$ cat src/rtl/uart_tx_cfg.sv
// Configurable UART transmitter with a one-entry holding buffer so back-to-back
// frames leave the serial line with no idle gap between them.
//   state    | meaning
//   S_IDLE   | line idle high, waiting for a byte
//   S_START  | start bit (low)
//   S_DATA   | data bits, LSB first
//   S_PARITY | parity bit (only when PARITY_EN=1)
//   S_STOP   | stop bit(s), high
module uart_tx_cfg #(
  parameter int CLKS_PER_BIT = 8,
  parameter int DATA_BITS    = 8,
  parameter int PARITY_EN    = 0,
  parameter int PARITY_ODD   = 0,
  parameter int STOP_BITS    = 1
) (
  input  logic       clk,
  input  logic       rst_n,
  input  logic       data_loaded,
  input  logic [7:0] data_byte,
  output logic       ready,
  output logic       uart_out,
  output logic       lineactive,
  output logic       done
);

  localparam int CW = (CLKS_PER_BIT > 1) ? $clog2(CLKS_PER_BIT) : 1;
  localparam int BW = $clog2(DATA_BITS);
  localparam logic [CW-1:0] CLK_LAST  = CW'(CLKS_PER_BIT - 1);
  localparam logic [BW-1:0] DATA_LAST = BW'(DATA_BITS - 1);
  localparam logic [BW-1:0] STOP_LAST = BW'(STOP_BITS - 1);

  typedef enum logic [2:0] {
    S_IDLE, S_START, S_DATA, S_PARITY, S_STOP
  } state_e;

  state_e                 state_q, state_d;
  logic [CW-1:0]          clk_cnt_q, clk_cnt_d;
  logic [BW-1:0]          bit_cnt_q, bit_cnt_d;
  logic [DATA_BITS-1:0]   shift_q, shift_d;
  logic [DATA_BITS-1:0]   hold_q, hold_d;
  logic                   hold_valid_q, hold_valid_d;
  logic                   ready_q, uart_out_q, uart_out_d;
  logic                   lineactive_q, done_q, done_d;
  logic                   accept, bit_end, take_direct;

  // upper byte bits are deliberately dropped for narrow frames
  logic unused_bits;
  assign unused_bits = ^data_byte;

  assign accept  = data_loaded & ready_q;
  assign bit_end = (clk_cnt_q == CLK_LAST);

  always_comb begin
    state_d      = state_q;
    clk_cnt_d    = clk_cnt_q;
    bit_cnt_d    = bit_cnt_q;
    shift_d      = shift_q;
    hold_d       = hold_q;
    hold_valid_d = hold_valid_q;
    done_d       = 1'b0;
    take_direct  = 1'b0;
    uart_out_d   = 1'b1;

    if (state_q != S_IDLE) clk_cnt_d = bit_end ? '0 : clk_cnt_q + 1'b1;

    case (state_q)
      S_IDLE: begin
        if (accept) begin
          take_direct = 1'b1;
          state_d     = S_START;
          clk_cnt_d   = '0;
          bit_cnt_d   = '0;
        end
      end
      S_START: begin
        if (bit_end) begin
          state_d   = S_DATA;
          bit_cnt_d = '0;
        end
      end
      S_DATA: begin
        if (bit_end) begin
          if (bit_cnt_q == DATA_LAST) begin
            bit_cnt_d = '0;
            state_d   = (PARITY_EN != 0) ? S_PARITY : S_STOP;
          end else begin
            bit_cnt_d = bit_cnt_q + 1'b1;
          end
        end
      end
      S_PARITY: begin
        if (bit_end) begin
          state_d   = S_STOP;
          bit_cnt_d = '0;
        end
      end
      S_STOP: begin
        if (bit_end) begin
          if (bit_cnt_q == STOP_LAST) begin
            done_d    = 1'b1;
            bit_cnt_d = '0;
            // chain straight into the next start bit when a byte is waiting
            if (hold_valid_q) begin
              shift_d      = hold_q;
              hold_valid_d = 1'b0;
              state_d      = S_START;
            end else if (accept) begin
              take_direct = 1'b1;
              state_d     = S_START;
            end else begin
              state_d = S_IDLE;
            end
          end else begin
            bit_cnt_d = bit_cnt_q + 1'b1;
          end
        end
      end
      default: state_d = S_IDLE;
    endcase

    if (take_direct) begin
      shift_d = data_byte[DATA_BITS-1:0];
    end else if (accept) begin
      hold_d       = data_byte[DATA_BITS-1:0];
      hold_valid_d = 1'b1;
    end

    // line level is computed from next-state so the output register lines up
    case (state_d)
      S_START:  uart_out_d = 1'b0;
      S_DATA:   uart_out_d = shift_d[bit_cnt_d];
      S_PARITY: uart_out_d = (^shift_d) ^ (PARITY_ODD != 0);
      default:  uart_out_d = 1'b1;
    endcase
  end

  always_ff @(posedge clk or negedge rst_n) begin
    if (!rst_n) begin
      state_q      <= S_IDLE;
      clk_cnt_q    <= '0;
      bit_cnt_q    <= '0;
      shift_q      <= '0;
      hold_q       <= '0;
      hold_valid_q <= 1'b0;
      ready_q      <= 1'b1;
      uart_out_q   <= 1'b1;
      lineactive_q <= 1'b0;
      done_q       <= 1'b0;
    end else begin
      state_q      <= state_d;
      clk_cnt_q    <= clk_cnt_d;
      bit_cnt_q    <= bit_cnt_d;
      shift_q      <= shift_d;
      hold_q       <= hold_d;
      hold_valid_q <= hold_valid_d;
      ready_q      <= ~hold_valid_d;
      uart_out_q   <= uart_out_d;
      lineactive_q <= (state_d != S_IDLE);
      done_q       <= done_d;
    end
  end

  assign ready      = ready_q;
  assign uart_out   = uart_out_q;
  assign lineactive = lineactive_q;
  assign done       = done_q;

endmodule

$ cat config.mk
export PLATFORM = sky130hd
export DESIGN_NAME = uart_tx_cfg
export DESIGN_NICKNAME = d
export VERILOG_FILES = /design/src/rtl/uart_tx_cfg.sv
export SDC_FILE = /design/constraint.sdc
export NUM_CORES = 1
export LEC_CHECK = 0
export CORE_MARGIN = 3
export CORE_UTILIZATION = 45
export CTS_CLUSTER_DIAMETER = 40
export DETAILED_ROUTE_END_ITERATION = 10
export PLACE_DENSITY = 0.72
export SLEW_MARGIN = 20
export SYNTH_ARGS = -nofsm -noshare
export SYNTH_HDL_FRONTEND = slang
export SYNTH_SLANG_ARGS = --single-unit
$ cat constraint.sdc
create_clock -name clk -period 2.89 [get_ports clk]
set_input_delay 0.578 -clock clk [delete_from_list [all_inputs] [get_ports clk]]
set_output_delay 0.578 -clock clk [all_outputs]
set_load 0.005 [all_outputs]
# Yosys cells after proc, flatten, opt, wreduce, memory -nomap -nowiden
# Cells that the tools add are included.
# totals
register_bits,30
in_bits,11
output_inout_bits,4
elab_cells,74
# op_classes
n_addsub,2
n_lt_le_gt_ge,1
n_eq_ne,9
mux,42
n_bitwise,3
n_reduce_logical,7
# op_table
cell,n
two-way mux 3 bit,17
two-way mux 8 bit,5
two-way mux 1 bit,15
one-hot mux 3 bit (5 select lines),1
"equality test 3 x 2 -> 1 bit, second input constant",4
one-hot mux 3 bit (4 select lines),1
"equality test 3 bit, second input constant",3
parity 8 bit,1
"adder 3 x 1 -> 3 bit, second input constant",2
"equality test 3 x 1 -> 1 bit, second input constant",2
logical NOT 3 bit,2
nonzero test 3 bit,2
"< comparator 3 x 4 -> 1 bit, second input constant",1
binary-select mux 1 bit (select 3 bit),1
one-hot mux 1 bit (3 select lines),1
NOT 1 bit,2
one-hot mux 1 bit (2 select lines),1
AND reduction 2 bit,1
OR reduction 2 bit,1
AND 1 bit,1

# Logic depth before layout (Yosys ltp)
# Gate-level depths: netlist of the first run.
# logic_depth
word_depth,10
mapped_depth,11
ltp_nobuf,10

# Worst setup path after synthesis of the first run
# No wires, ideal clock.
# synth_timing
path_kind,register -> register
startpoint,reg clk_cnt_q[0]
endpoint,reg uart_out_q (netlist: uart_out)
setup_time_ns,0.082
arrival_time_ns,2.636
required_time_ns,2.808
path_slack_ns,0.172
stages_incl_launch_ff,12
n_path_buf,1
synth_period_minus_slack_ns,2.718
path_cell_list,dfrtp_1 > ha_1 > ha_1 > and2b_4 > and4_4 > buf_8 > mux2i_1 > a21oi_2 > xnor3_1 > xnor3_1 > nor3_1 > a211o_1
# synth_between
elab_chain_len,7
word_cells_on_any_way,22
cone_classes,eq/ne: 4; mux: 17; reduce/logical: 1
# synth_rtl
element,line,rtl
start: declaration,37,"logic [CW-1:0] clk_cnt_q, clk_cnt_d;"
start signal: assignment,151,clk_cnt_q <= clk_cnt_d;
equality test 3 bit *,51,assign bit_end = (clk_cnt_q == CLK_LAST);
two-way mux 1 bit or two-way mux 8 bit (tied branches),98,if (bit_end) begin
one-hot mux 1 bit (2 select lines) or two-way mux 8 bit (tied branches),66,case (state_q)
two-way mux 8 bit *,121,if (take_direct) begin
via shift_d[4],39,"logic [DATA_BITS-1:0] shift_q, shift_d;"
binary-select mux 1 bit (select 3 bit),131,S_DATA: uart_out_d = shift_d[bit_cnt_d];
two-way mux 1 bit (not written as such),131,
one-hot mux 1 bit (3 select lines) *,129,case (state_d)
via uart_out_d,42,"logic ready_q, uart_out_q, uart_out_d;"
end signal: assignment,157,uart_out_q <= uart_out_d;
end: declaration,42,
# The timed path passes the listed nets; every way through them passes the cells marked *. The select of a mux whose other input is x is not followed.
# A chain may end at the register's enable or synchronous reset.

# Final worst setup path of the first run
# Same ends and word-level chain as after synthesis.

==> results of run 1 <==
## per-stage QoR
stage / hold slack, ns / instances / utilization, % / TNS (ns)
final: 0.511 / 220 / 57.8 / 0
after floorplan: 0.282 / 149 / - / 0
after detailed placement: 0.495 / 212 / 54.7 / -0.0968
after CTS: 0.509 / 220 / 57.4 / 0
after global placement: 0.479 / 212 / 54.7 / 0
after global routing: 0.526 / 220 / 57.8 / 0
## how the worst max path moves through the flow
stage | endpoint | slack, ns | depth (start not counted)
final | uart_out | 0.11 | 10
after global routing | uart_out | 0.01 | 10
after CTS | uart_out | 0.07 | 10
after detailed placement | uart_out | -0.1 | 9
after global placement | uart_out | 0.02 | 9
after floorplan | uart_out | 0.17 | 11
## cells by family (layout without fill, tap and decap cells)
kind of cell / after synthesis / count (layout) / share of synthesized area, %
DFF: 30 / 30 / 45.6
buffers and inverters: 14 / 39 / 4.09
and+or+nand+nor: 42 / 42 / 15.2
muxes: 21 / 21 / 13.4
AOI/OAI and AO/OA: 30 / 30 / 12.3
adders and majority gates: 6 / 6 / 4.55
xor gates and xnor gates: 6 / 6 / 4.85
## worst max-delay path, delay by kind of cell (launching register included)
kind / cells / cell delay, ns
simple gates: 3 / 0.54
mux: 1 / 0.28
compound gates: 2 / 0.37
xor+xnor: 2 / 0.72
flops: 1 / 0.37
fa+ha+maj: 2 / 0.43
## state kept, by name (all words and copies together) (netlist names)
name,count
lineactive,1
ready,1
state_q,3
done,1
shift_q,8
uart_out,1
bit_cnt_q,3
hold_valid_q,1
hold_q,8
clk_cnt_q,3
## layout make-up
type / count / area (um^2) / area share, %
clock buffers: 7 / 86.3 / 4.34
repair buffers: 24 / 215 / 10.8
multi-input cells: 105 / 847 / 42.6
flip-flops and latches: 30 / 753 / 37.8
clock inverters: 1 / 5.00 / 0.251
inverters: 7 / 26.3 / 1.32
well taps: 46 / 57.6 / 2.89
## per-layer routing
layer	track usage (%)	up-vias	wire, um
li1	-	585	-
met1	22.4	588	1640
met2	27.5	21	1720
met3	5.40	6	152
met4	7.61	0	72
met5	0	-	0
## repair_timing
action | in CTS | in global routing
hold endpoints to repair | 0 | 0
gates resized for setup | 0 | 4
hold buffers | 0 | 0
setup endpoints to repair | 0 | 1
## synth_stat cells, drive strengths merged (2+ instances only)
cell,number
nor3,2
nor2,10
o21a,2
mux2,9
nand4bb,3
mux2i,12
nand4,2
xnor2,3
ha,6
nand3,3
a21o,2
clkbuf,3
dfrtp,28
xnor3,2
nand2,9
or2b,2
a21oi,8
dfstp,2
o22ai,2
nand3b,4
o21ai,5
a211oi,2
inv,7
a32oi,2
a31oi,2
buf,4
nor2b,3
## report_power, final
part | total (mW) | switching (mW) | internal (mW)
Clock | 0.351 | 0.160 | 0.192
Sequential | 0.491 | 0.0259 | 0.465
Combinational | 0.0788 | 0.0281 | 0.0507
==> flow_metrics.tcl, run 1 <==
set metrics [dict create \
    min_from "clk_cnt_q[0]" \
    async_flop_share_pct 100 \
    start_util_pct 48.0 \
    crit_start "clk_cnt_q[0]" \
    powerDensity_nw_per_um2 463 \
    routedWlPerCell_um 16.3 \
    hold_path_depth 1 \
    clk_pin_slew_ns 0.06 \
    htree_num_levels 2 \
    max_freq_mhz 359 \
    crit_fanout 7 \
    rr_startpoint "clk_cnt_q[0]" \
    io_pins 15 \
    drc_errors 0 \
    synthTopCellsByArea "dfrtp_1 42%, mux2i_1 7.3%, mux2_2 6.1%" \
    synth-edff-count 0 \
    num_rows 21 \
    area_growth_pct 20.5 \
    fin_area_um2 1990 \
    core_area_um2 3440 \
    ant_nets 0 \
    dp_slack_ns -0.0968 \
    status "completed" \
    num_antenna_cells 0 \
    drt_iter0_drc 65 \
    power_leakage_nw 0.826 \
    grt_max_degree 31 \
    slowest_stage "xnor3_1" \
    chipWidth_um 66.6 \
    yosys_warnings 0 \
    num_vias 1200 \
    hold_path_class "reg2reg" \
    synth_top_area_cell "dfrtp_1" \
    worst_r2r_path_depth 10 \
    drt-pass1-iter-count 4 \
    crit_top_cell "xnor3_1" \
    syn_avg_cell_area_um2 11.1 \
    numCtsBuffers 5 \
    synthCells 149 \
    fin_crit_sh_pct 96.3 \
    setup_viol 0 \
    drive_gt1_share_pct 21.8 \
    hold_violations 0 \
    grtUsageTotal_pct 17.6 \
    cp-end-kind "flip-flop" \
    cp-start-kind "flip-flop" \
    place.gp.congestion 0.873 \
    crit_chain "ha_1 -> ha_2 -> and2b_4 -> and4_4 -> mux2i_1 -> a21oi_2 -> xnor3_1 -> xnor3_1 -> nor3_1 -> a211o_1" \
    syn_area_um2 1650 \
    fin_skew_ns 0.00375 \
    post-cts-setup-buffers 0 \
    final_common_cell "dfrtp_1" \
    antenna_found_initial 0 \
    clkSinkCount 30 \
    final_max_slew_viol_count 0 \
    grt_pass1_wl_mm 5.74 \
    fillers 285 \
    ys_ff_latch 30 \
    rsz0062_at_grt "false" \
    nets 190 \
    netlist.area_leader.share_pct 42.4 \
    dp_hpwl_mm 2.61 \
    cp.required_ns 3.10 \
    r2r_end "uart_out" \
    grt_pass1_vias 1226 \
    place_area_um2 1880 \
    die_area_um2 4430 \
    fin_total_pwr_mw 0.921 \
    grt_overflow 0 \
    clockBufferDepth 2 \
    setup_ws_ns 0.106 \
    wl_mm 3.59 \
    crit_type "reg2reg" \
    synthFlopType "dfrtp_1" \
    root_buffer "clkbuf_8" \
    final_cell_mix "28 x dfrtp_1, 14 x clkdlybuf4s50_1, 12 x mux2i_1" \
    holdPathEnd "clk_cnt_q[0]" \
    r2r_slack_ns 0.11 \
    cp_slowest_stage_delay_ns 0.38 \
    dieHeight_um 66.6 \
    maxCapViolations 0 \
    crit_arrival_ns 3.00 \
    period_minus_slack_ns 2.78 \
    yosysUniqueCellTypes 41 \
    clock_latency_ns 0.28 \
    ys_seq_area_share_pct 45.6 \
    io_buffers 14 \
    max-slew-margin-rel_pct 56.6 \
    ir_drop_mv 0.239 \
    cts_tree "yes" \
    synth_nets 166 \
    worst_slew_pin_slew_ns 0.646 \
    vias_per_cell 5.45 \
]
(Power assumes the default switching activity.)
==> run 2: changes to the inputs <==
--- a/config.mk
+++ b/config.mk
@@ -9,7 +9,7 @@
 export CORE_UTILIZATION = 45
 export CTS_CLUSTER_DIAMETER = 40
 export DETAILED_ROUTE_END_ITERATION = 10
-export PLACE_DENSITY = 0.72
+export PLACE_DENSITY = 0.7
 export SLEW_MARGIN = 20
 export SYNTH_ARGS = -nofsm -noshare
 export SYNTH_HDL_FRONTEND = slang
==> constraint.sdc (replaced) <==
create_clock -name clk -period 3.15 [get_ports clk]
set_input_delay 0.63 -clock clk [delete_from_list [all_inputs] [get_ports clk]]
set_output_delay 0.63 -clock clk [all_outputs]
set_load 0.005 [all_outputs]
==> flow_metrics.tcl, run 2 (synthesized netlist as in run 1, its figures left out) <==
set metrics [dict create \
    final_max_slew_viol_count 0 \
    setup_viol 0 \
    final_common_cell "dfrtp_1" \
    num_rows 21 \
    status "completed" \
    cp-start-kind "flip-flop" \
    fin_area_um2 1990 \
    fin_skew_ns 0.00397 \
    hold_buffers 0 \
    hold_violations 0 \
    cp.required_ns 3.36 \
    ctsResizeCount 0 \
    vias_per_cell 5.39 \
    io_pins 15 \
    drt-pass1-iter-count 4 \
    grt_pass1_vias 1129 \
    start_util_pct 48.0 \
    htree_num_levels 2 \
    tns_ns 0 \
    crit_type "reg2reg" \
    area_growth_pct 20.4 \
    clockBufferDepth 2 \
    cts_tree "yes" \
    chipWidth_um 66.6 \
    reg_top3 "hold_q: 8 flops, shift_q: 8 flops" \
    max-slew-margin-rel_pct 56.5 \
    period_minus_slack_ns 2.89 \
    antenna_found_initial 0 \
    dp_hpwl_mm 2.52 \
    place.gp.congestion 0.814 \
    final_cell_mix "28 x dfrtp_1, 14 x clkdlybuf4s50_1, 12 x mux2i_1" \
    num_vias 1159 \
    crit_fanout 10 \
    grtUsageTotal_pct 17.8 \
    cp-end-kind "flip-flop" \
    grt_overflow 0 \
    place_area_um2 1850 \
    grt_max_degree 31 \
    max_freq_mhz 346 \
    clkSinkCount 30 \
    drt_iter0_drc 73 \
    powerDensity_nw_per_um2 505 \
    clock_latency_ns 0.28 \
    fin_crit_sh_pct 91.7 \
    nets 185 \
    clk_pin_slew_ns 0.06 \
    root_buffer "clkbuf_8" \
    rsz0062_at_grt "false" \
    dieHeight_um 66.6 \
    die_area_um2 4430 \
    crit_arrival_ns 3.10 \
    ir_drop_mv 0.256 \
    io_buffers 14 \
    grt_pass1_wl_mm 5.78 \
    drive_gt1_share_pct 17.8 \
    hold_path_class "reg2reg" \
    post-cts-setup-buffers 0 \
    power_leakage_nw 0.828 \
    drc_errors 0 \
    routedWlPerCell_um 15.9 \
    ant_nets 0 \
    maxCapViolations 0 \
    wl_mm 3.41 \
    num_antenna_cells 0 \
    numCtsBuffers 5 \
    core_area_um2 3440 \
    worst_slew_pin_slew_ns 0.648 \
]
[run 2: per-layer routing]
layer  vias up  GRT usage, %  share of wire (%)
met5         -             0                  0
met4         0          6.09                1.3
met3         5          4.72                5.1
met2        28          27.0                 48
met1       552          24.4                 45
li1        574             -                  -
[run 2: worst paths after layout]
kind | start | slack [ns] | depth (start not counted) | end
max | clk_cnt_q[0] | 0.26 | 10 | uart_out
min | hold_q[1] | 0.51 | 1 | hold_q[1]
max reg2reg | clk_cnt_q[0] | 0.26 | 10 | uart_out
min reg2reg | hold_q[1] | 0.51 | 1 | hold_q[1]
max in group asynchronous | rst_n | 2.09 | 2 | ready
min in group asynchronous | rst_n | 0.74 | 2 | shift_q[4]
[run 2: where the power goes]
group	internal, mW	total (mW)	switching (mW)
Sequential	0.426	0.451	0.0244
Clock	0.337	0.482	0.145
Combinational	0.0464	0.0713	0.0248
Total	0.810	1.00	0.194
[run 2: layout make-up]
class                           instances  area, um^2
Multi-Input combinational cell        105         831
Clock inverter                          2        60.1
Tap cell                               46        57.6
Clock buffer                            6        82.6
Sequential cell                        30         753
Timing Repair Buffer                   19         178
Fill cell                             284        1450
Inverter                                7        26.3
[run 2: worst max-delay path, stage by stage (launching register included)]
cell	delay, ns
dfrtp_1	0.38
ha_1	0.19
ha_1	0.32
nand4bb_1	0.21
a21o_1	0.34
a31oi_1	0.32
xnor2_1	0.17
xnor3_1	0.23
xnor3_1	0.37
nor3_1	0.04
a211o_1	0.26
[run 2: metrics by stage]
stage,hold slack [ns],power (mW),std cells,setup WS [ns],utilization (%)
after floorplan,0.334,0.489,149,0.432,-
after detailed placement,0.502,0.530,207,0.0663,53.6
after global placement,0.482,0.525,207,0.170,53.6
after CTS,0.517,1.01,215,0.261,57.8
after global routing,0.534,1.04,215,0.00361,57.8
final,0.513,1.00,215,0.261,57.8
